## config.mk

```make
export PLATFORM = sky130hd
export DESIGN_NAME = buffer_access_arbiter
export DESIGN_NICKNAME = d
export VERILOG_FILES = /design/src/rtl/usb_buffer_pkg.sv /design/src/rtl/occupancy_counter.sv /design/src/rtl/buffer_access_arbiter.sv
export SDC_FILE = /design/constraint.sdc
export NUM_CORES = 1
export LEC_CHECK = 0
export ABC_AREA = 1
export BUFFER_PORTS_ARGS = -buffer_cell sky130_fd_sc_hd__clkbuf_2
export CAP_MARGIN = 10
export CORE_MARGIN = 4
export CORE_UTILIZATION = 50
export DETAILED_ROUTE_END_ITERATION = 16
export PLACE_DENSITY = 0.77
export SYNTH_ARGS = -nofsm -noshare
export SYNTH_HDL_FRONTEND = slang
export SYNTH_SLANG_ARGS = --single-unit
```

## constraint.sdc

```tcl
create_clock -name clk -period 4.4 [get_ports clk]
set_clock_uncertainty 0.05 [all_clocks]
set_input_delay 0.22 -clock clk [delete_from_list [all_inputs] [get_ports clk]]
set_output_delay 0.22 -clock clk [all_outputs]
set_load 0.02 [all_outputs]
```

## src/rtl/usb_buffer_pkg.sv

```systemverilog
// Shared types for the USB data-buffer access path: arbiter FSM states,
// grant owner encoding and the AHB transfer-size codes.
package usb_buffer_pkg;

    typedef enum logic [1:0] {
        ST_IDLE    = 2'd0,
        ST_XFER    = 2'd1,
        ST_CAPTURE = 2'd2,
        ST_RESP    = 2'd3
    } state_t;

    typedef enum logic {
        GNT_AHB = 1'b0,
        GNT_USB = 1'b1
    } grant_t;

    localparam logic [1:0] SIZE_BYTE    = 2'd0;
    localparam logic [1:0] SIZE_HALF    = 2'd1;
    localparam logic [1:0] SIZE_WORD    = 2'd2;
    localparam logic [1:0] SIZE_ILLEGAL = 2'd3;

    // Byte count for an AHB size code; the illegal code maps to 0 and is rejected upstream.
    function automatic logic [2:0] size_to_len(input logic [1:0] size);
        logic [2:0] len;
        case (size)
            SIZE_BYTE: len = 3'd1;
            SIZE_HALF: len = 3'd2;
            SIZE_WORD: len = 3'd4;
            default:   len = 3'd0;
        endcase
        return len;
    endfunction

endpackage

```

## src/rtl/occupancy_counter.sv

```systemverilog
// Up/down byte counter for buffer fill level, saturating at 0 and DEPTH,
// with a synchronous clear used by flush.
module occupancy_counter #(
    parameter int DEPTH = 64,
    parameter int W     = 7
) (
    input  logic         clk,
    input  logic         rst,
    input  logic         clr,
    input  logic         inc,
    input  logic         dec,
    output logic [W-1:0] count
);

    localparam logic [W-1:0] MAX = W'(DEPTH);

    always_ff @(posedge clk or posedge rst) begin
        if (rst) begin
            count <= '0;
        end else if (clr) begin
            count <= '0;
        end else if (inc && !dec && count != MAX) begin
            count <= count + 1'b1;
        end else if (dec && !inc && count != '0) begin
            count <= count - 1'b1;
        end
    end

endmodule

```

## src/rtl/buffer_access_arbiter.sv

```systemverilog
// Round-robin arbiter between AHB (1/2/4-byte) and USB (1-byte) accesses to a
// byte-wide data buffer, with occupancy tracking and flush abort.
//
//   state      | meaning
//   -----------+-------------------------------------------------------
//   ST_IDLE    | waiting for a request; grant and accept/reject checks
//   ST_XFER    | one buf_we/buf_re per cycle for N bytes
//   ST_CAPTURE | last get byte arrives on buf_rdata
//   ST_RESP    | one-cycle done pulse to the granted requester
module buffer_access_arbiter
    import usb_buffer_pkg::*;
#(
    parameter int DEPTH = 64
) (
    input  logic        clk,
    input  logic        rst,
    input  logic        ahb_req,
    input  logic        ahb_write,
    input  logic [1:0]  ahb_size,
    input  logic [31:0] ahb_wdata,
    output logic [31:0] ahb_rdata,
    output logic        ahb_done,
    output logic        ahb_err,
    input  logic        usb_req,
    input  logic        usb_write,
    input  logic [7:0]  usb_wdata,
    output logic [7:0]  usb_rdata,
    output logic        usb_done,
    output logic        usb_err,
    input  logic        flush,
    output logic        buf_we,
    output logic        buf_re,
    output logic [7:0]  buf_wdata,
    input  logic [7:0]  buf_rdata,
    output logic [6:0]  buffer_occupancy
);

    state_t      state, state_nxt;
    grant_t      gnt, last_gnt, sel;
    logic        grant, reject, sel_write, dir_wr, rej_r, rd_pending, finish;
    logic [2:0]  req_len, len;
    logic [1:0]  idx, cap_idx;
    logic [31:0] sel_wdata, wdata, rbuf, rbuf_merged;
    logic [6:0]  occ;

    occupancy_counter #(.DEPTH(DEPTH), .W(7)) u_occ (
        .clk   (clk),
        .rst   (rst),
        .clr   (flush),
        .inc   (buf_we),
        .dec   (buf_re),
        .count (occ)
    );

    assign buffer_occupancy = occ;

    always_comb begin
        if (ahb_req && usb_req) begin
            sel = (last_gnt == GNT_USB) ? GNT_AHB : GNT_USB;
        end else if (usb_req) begin
            sel = GNT_USB;
        end else begin
            sel = GNT_AHB;
        end
        sel_write = (sel == GNT_AHB) ? ahb_write : usb_write;
        sel_wdata = (sel == GNT_AHB) ? ahb_wdata : {24'd0, usb_wdata};
        req_len   = (sel == GNT_AHB) ? size_to_len(ahb_size) : 3'd1;
        reject    = ((sel == GNT_AHB) && (ahb_size == SIZE_ILLEGAL))
                 || (sel_write && (({1'b0, occ} + {5'd0, req_len}) > 8'(DEPTH)))
                 || (!sel_write && (occ < {4'd0, req_len}));
    end

    always_ff @(posedge clk or posedge rst) begin
        if (rst) begin
            state <= ST_IDLE;
        end else begin
            state <= state_nxt;
        end
    end

    always_comb begin
        state_nxt = state;
        grant     = 1'b0;
        buf_we    = 1'b0;
        buf_re    = 1'b0;
        case (state)
            ST_IDLE: begin
                if (ahb_req || usb_req) begin
                    grant     = 1'b1;
                    state_nxt = reject ? ST_RESP : ST_XFER;
                end
            end
            ST_XFER: begin
                buf_we = dir_wr;
                buf_re = !dir_wr;
                if ({1'b0, idx} == len - 3'd1) begin
                    state_nxt = dir_wr ? ST_RESP : ST_CAPTURE;
                end
            end
            ST_CAPTURE: state_nxt = ST_RESP;
            ST_RESP:    state_nxt = ST_IDLE;
            default:    state_nxt = ST_IDLE;
        endcase
        if (flush) begin
            state_nxt = ST_IDLE;
            grant     = 1'b0;
            buf_we    = 1'b0;
            buf_re    = 1'b0;
        end
    end

    // A flush in any busy state ends the access with an error completion.
    assign finish    = (state == ST_RESP) || (flush && state != ST_IDLE);
    assign ahb_done  = finish && (gnt == GNT_AHB);
    assign usb_done  = finish && (gnt == GNT_USB);
    assign ahb_err   = ahb_done && (rej_r || flush);
    assign usb_err   = usb_done && (rej_r || flush);
    assign buf_wdata = buf_we ? wdata[{idx, 3'b000} +: 8] : 8'd0;

    always_comb begin
        rbuf_merged = rbuf;
        if (rd_pending) begin
            rbuf_merged[{cap_idx, 3'b000} +: 8] = buf_rdata;
        end
    end

    always_ff @(posedge clk or posedge rst) begin
        if (rst) begin
            gnt        <= GNT_AHB;
            last_gnt   <= GNT_USB;
            dir_wr     <= 1'b0;
            rej_r      <= 1'b0;
            len        <= 3'd0;
            wdata      <= '0;
            idx        <= 2'd0;
            cap_idx    <= 2'd0;
            rd_pending <= 1'b0;
            rbuf       <= '0;
            ahb_rdata  <= '0;
            usb_rdata  <= '0;
        end else begin
            rd_pending <= buf_re;
            cap_idx    <= idx;
            if (grant) begin
                gnt      <= sel;
                last_gnt <= sel;
                dir_wr   <= sel_write;
                rej_r    <= reject;
                len      <= req_len;
                wdata    <= sel_wdata;
                idx      <= 2'd0;
                rbuf     <= '0;
            end else begin
                rbuf <= rbuf_merged;
                if (buf_we || buf_re) begin
                    idx <= idx + 1'b1;
                end
            end
            if (state == ST_CAPTURE && !flush) begin
                if (gnt == GNT_AHB) begin
                    ahb_rdata <= rbuf_merged;
                end else begin
                    usb_rdata <= rbuf_merged[7:0];
                end
            end
        end
    end

endmodule
```

==> key figures <==
Logic synthesis
  – Yosys top cell area share: 52.6%
  – Share of the yosys chip area belonging to registers: 53.0%
  – Gate Count Post-Synth: 695
  – Top cells by area, synth: dfrtp_1 (53%), nand2_1 (8.2%), o21ai_0 (6.9%)
  – Count leader, synth: nand2_1
  – Async SR Flop Fraction: between 90% and 100%
  – Cell accounting for the most synthesized area: dfrtp_1
  – Adder-Cell Fraction of Synth Area: 5.34%
  – Cell variety after synth: 30
  – Compound-Gate Fraction of Synth Area: 16.1%
  – Post-Syn Area: about 0.0059 sq mm
  – Flop and latch count out of synthesis: 125
  – Largest family of logic cells by synthesized area: simple AND/OR/NAND/NOR gates
  – Ys flop type: dfrtp_1
  – Simple-gate portion of the synthesized area: 18.1%
  – Top cells by count, synth: nand2_1 (129), dfrtp_1 (124), o21ai_0 (81)
  – Avg Synthesized Cell Area: 8.50 sq um
  – Post-synth EDFFs: 0
  – Warnings, synthesis: 0
  – Xor/xnor cell area share of the yosys netlist: 1.04%
  – Fraction of synthesized area in multiplexers: 0%
  – Mapped Nets: 776

Critical path
  – Crit path max-delay cell type: dfstp_2
  – Crit path cell chain: nand2_1 > nand2_1 > buf_4 > inv_1 > nor3_1 > inv_1 > fa_1 > o21ai_0 > nand2_1 > nand2_1 > nand2_1 > nor2_1 > nand3_1 > nand3_1 > nand3_1 > nand2_1 > nand2_1
  – Critical path data required time: 4.65 ns
  – Top cell by count, worst path: nand2_1
  – Crit-path max FO: 35
  – Critical path buffers and inverters: 3
  – WS Path Type: reg -> reg
  – Max incr delay on CP: 0.53 ns
  – Worst Path Arrival: between 3 and 4 ns
  – CP delay by family, top: simple AND/OR/NAND/NOR gates
  – Crit end category: register
  – Critical path launch point type: register

Cells and area
  – Non-Filler Instances: 978
  – FILL cells: 948
  – Antenna Cells: 0
  – Layout cells sized above 1: 19.9%
  – Nets: ~900
  – Layout area overhead: 23.8%

Route
  – Drt total wl: 14300 um
  – Vias per inst: 5.31
  – Initial DRC Count: roughly 400
  – DRT antenna net count: 0
  – Per-cell routed wire length: 14.7 um
  – DR vias: roughly 5200
  – DRC violations left: 0
  – TritonRoute pass-1 iters: 5

STA
  – Fin Hold WS: -0.00896 ns
  – FMAX: 293 MHz
  – Setup_tns: 0 ns
  – Worst slew margin relative to its limit: between 20% and 30%
  – Final number of setup-violating endpoints: 0
  – Minimum clock period: roughly 3.4 ns
  – Worst slew pin tran: 1.06 ns
  – RSZ-0062 raised after global routing: no
  – Slew Viols, Final: 0
  – Hold Vio Cnt, Final: 9
  – Final worst path period share: 77.7%

Job
  – Max-cap violations: 0

Pwr
  – Maximum vdd drop: about 0.39 mV
  – Clock network power share: 29.6%
  – Internal power: ~0.0028 W
  – Switch Pwr: 0.00169 W
  – Reg power frac: 37.1%
  – Comb pwr share: between 30% and 40%
  – PwrDens: 612 mW/mm^2
  – Sw Ratio: 37.9%
  – Leakage power: 3.67 nW

Clock tree
  – Clk Latency, worst-skew pair: about 0.41 ns
  – H-tree Lvls: 4
  – TritonCTS clock tree: yes
  – Root Buffer: clkbuf_16
  – Clock slew at reported path FFs: 0.06 ns
  – Maximum root-to-sink buffer count: 2
  – CTS sink cnt: about 130
  – Number of CTS-inserted buffers: 17

Place
  – Final HPWL DP: slightly below 10000 um
  – PortBufs: around 120
  – Dpl cells: 931
  – Placer Congestion: around 0.95

Floorplan
  – Die area: 0.0136 sq mm
  – Rows: 39
  – Core area: 0.0115 sq mm
  – Die H: between 100 and 150 um
  – Starting Density: approximately 51%
  – Die width: 117 um
  – I/O Pins: roughly 120

Outcome
  – Status: finished, violations left
  – Violated checks: hold timing

Global route
  – Grt total ovfl: 0
  – Largest net degree at the start of global routing: 91
  – Initial antenna violation count: 0
  – Number of global-route vias before repair: 5059
  – Total track usage: 22.3%
  – First-pass GRT wire length: 24200 um

Min path
  – Hold crit path type: in -> async
## metal layers
| layer | track usage [%] | part of all wire [%] |
|---|---|---|
| met1 | 30.6 | 45 |
| met5 | 0 | 0 |
| met2 | 35.6 | 48 |
| met3 | 5.39 | 6.3 |
| met4 | 6.19 | 1.3 |
## cells in the final DEF (no fill, tap or decap), drive strengths merged, types with 2 or more instances in the layout
| cell type | n |
|---|---|
| clkinvlp | 2 |
| nand3 | 41 |
| nand2 | 130 |
| inv | 68 |
| dlygate4sd3 | 15 |
| clkinv | 12 |
| xor2 | 3 |
| nand4 | 2 |
| a22oi | 14 |
| clkbuf | 137 |
| xnor2 | 4 |
| a31oi | 2 |
| buf | 4 |
| nor2 | 76 |
| o22ai | 5 |
| dfrtp | 124 |
| ha | 22 |
| o21ai | 114 |
| bufinv | 2 |
| a21oi | 40 |
| nor3 | 11 |
| fa | 2 |
## repair_timing
item / 4_1_cts / 5_1_grt
hold buffers: 15 / 0
buffers inserted: 0 / 0
resized for setup: 0 / 0
hold endpoints to repair: 15 / 0
## final timing paths
path                          startpoint       endpoint  slack (ns)  cells past startpoint
min in group clk           ahb_wdata[15]      wdata[15]        0.02                      3
hold / removal                       rst  ahb_rdata[21]      -0.009                      2
hold reg to reg                 last_gnt       last_gnt        0.42                      2
setup / recovery                last_gnt       state[1]        0.98                     17
setup reg to reg                last_gnt       state[1]        0.98                     17
max in group asynchronous            rst       rbuf[27]        3.20                      3
## cell type report
type                    count  area (sq um)  area share (%)
repair buffers            136           766            10.5
flip-flops and latches    125          3130            42.8
clock buffers              20           437            5.98
clock inverters            12           123            1.68
well taps                 143           179            2.45
multi-input cells         470          2400            32.9
inverters                  72           273            3.73
## state kept, by name (all words and copies together) (netlist names), 3 cells and up
name	cells
ahb_rdata	32
len	3
rbuf	32
u_occ.count	7
usb_rdata	8
wdata	32
## worst reg2reg max path: stages, from the launching register on
cell	delay, ns
dfstp_2	0.53
nand2_1	0.05
nand2_1	0.05
buf_4	0.32
inv_1	0.24
nor3_1	0.32
inv_1	0.15
fa_1	0.44
o21ai_0	0.43
nand2_1	0.12
nand2_1	0.09
nand2_1	0.06
nor2_1	0.11
nand3_1	0.08
nand3_1	0.08
nand3_1	0.07
nand2_1	0.06
nand2_1	0.04
## through the flow
stage | hold WS, ns | util (%) | cell area, sq um | setup WS, ns | total power (W)
after CTS | 0.00270 | 63.7 | 7310 | 1.03 | 0.00450
after floorplan | 0.299 | - | 5900 | 0.804 | 0.00271
after global routing | 0.00914 | 63.7 | 7310 | 0.711 | 0.00479
final | -0.00896 | 63.7 | 7310 | 0.983 | 0.00448
after detailed placement | 0.397 | 57.5 | 6600 | 1.06 | 0.00314
after global placement | 0.395 | 57.5 | 6600 | 1.30 | 0.00308
## cells by family after synthesis
logic type / Yosys count
and+or+nand+nor: 261
AOI/OAI and AO/OA: 178
DFF: 125
buffers and inverters: 100
adders and majority gates: 24
xor gates and xnor gates: 7
## power by group through the flow
stage	sequential [W]	combinational (W)	clock, W
finish	0.00166	0.00149	0.00133
global placement	0.00166	0.00142	0
detailed placement	0.00168	0.00146	0
CTS	0.00166	0.00149	0.00135
global route	0.00170	0.00169	0.00140
floorplan	0.00172	0.000994	0
No activity file was read; power rests on OpenSTA's default activity.
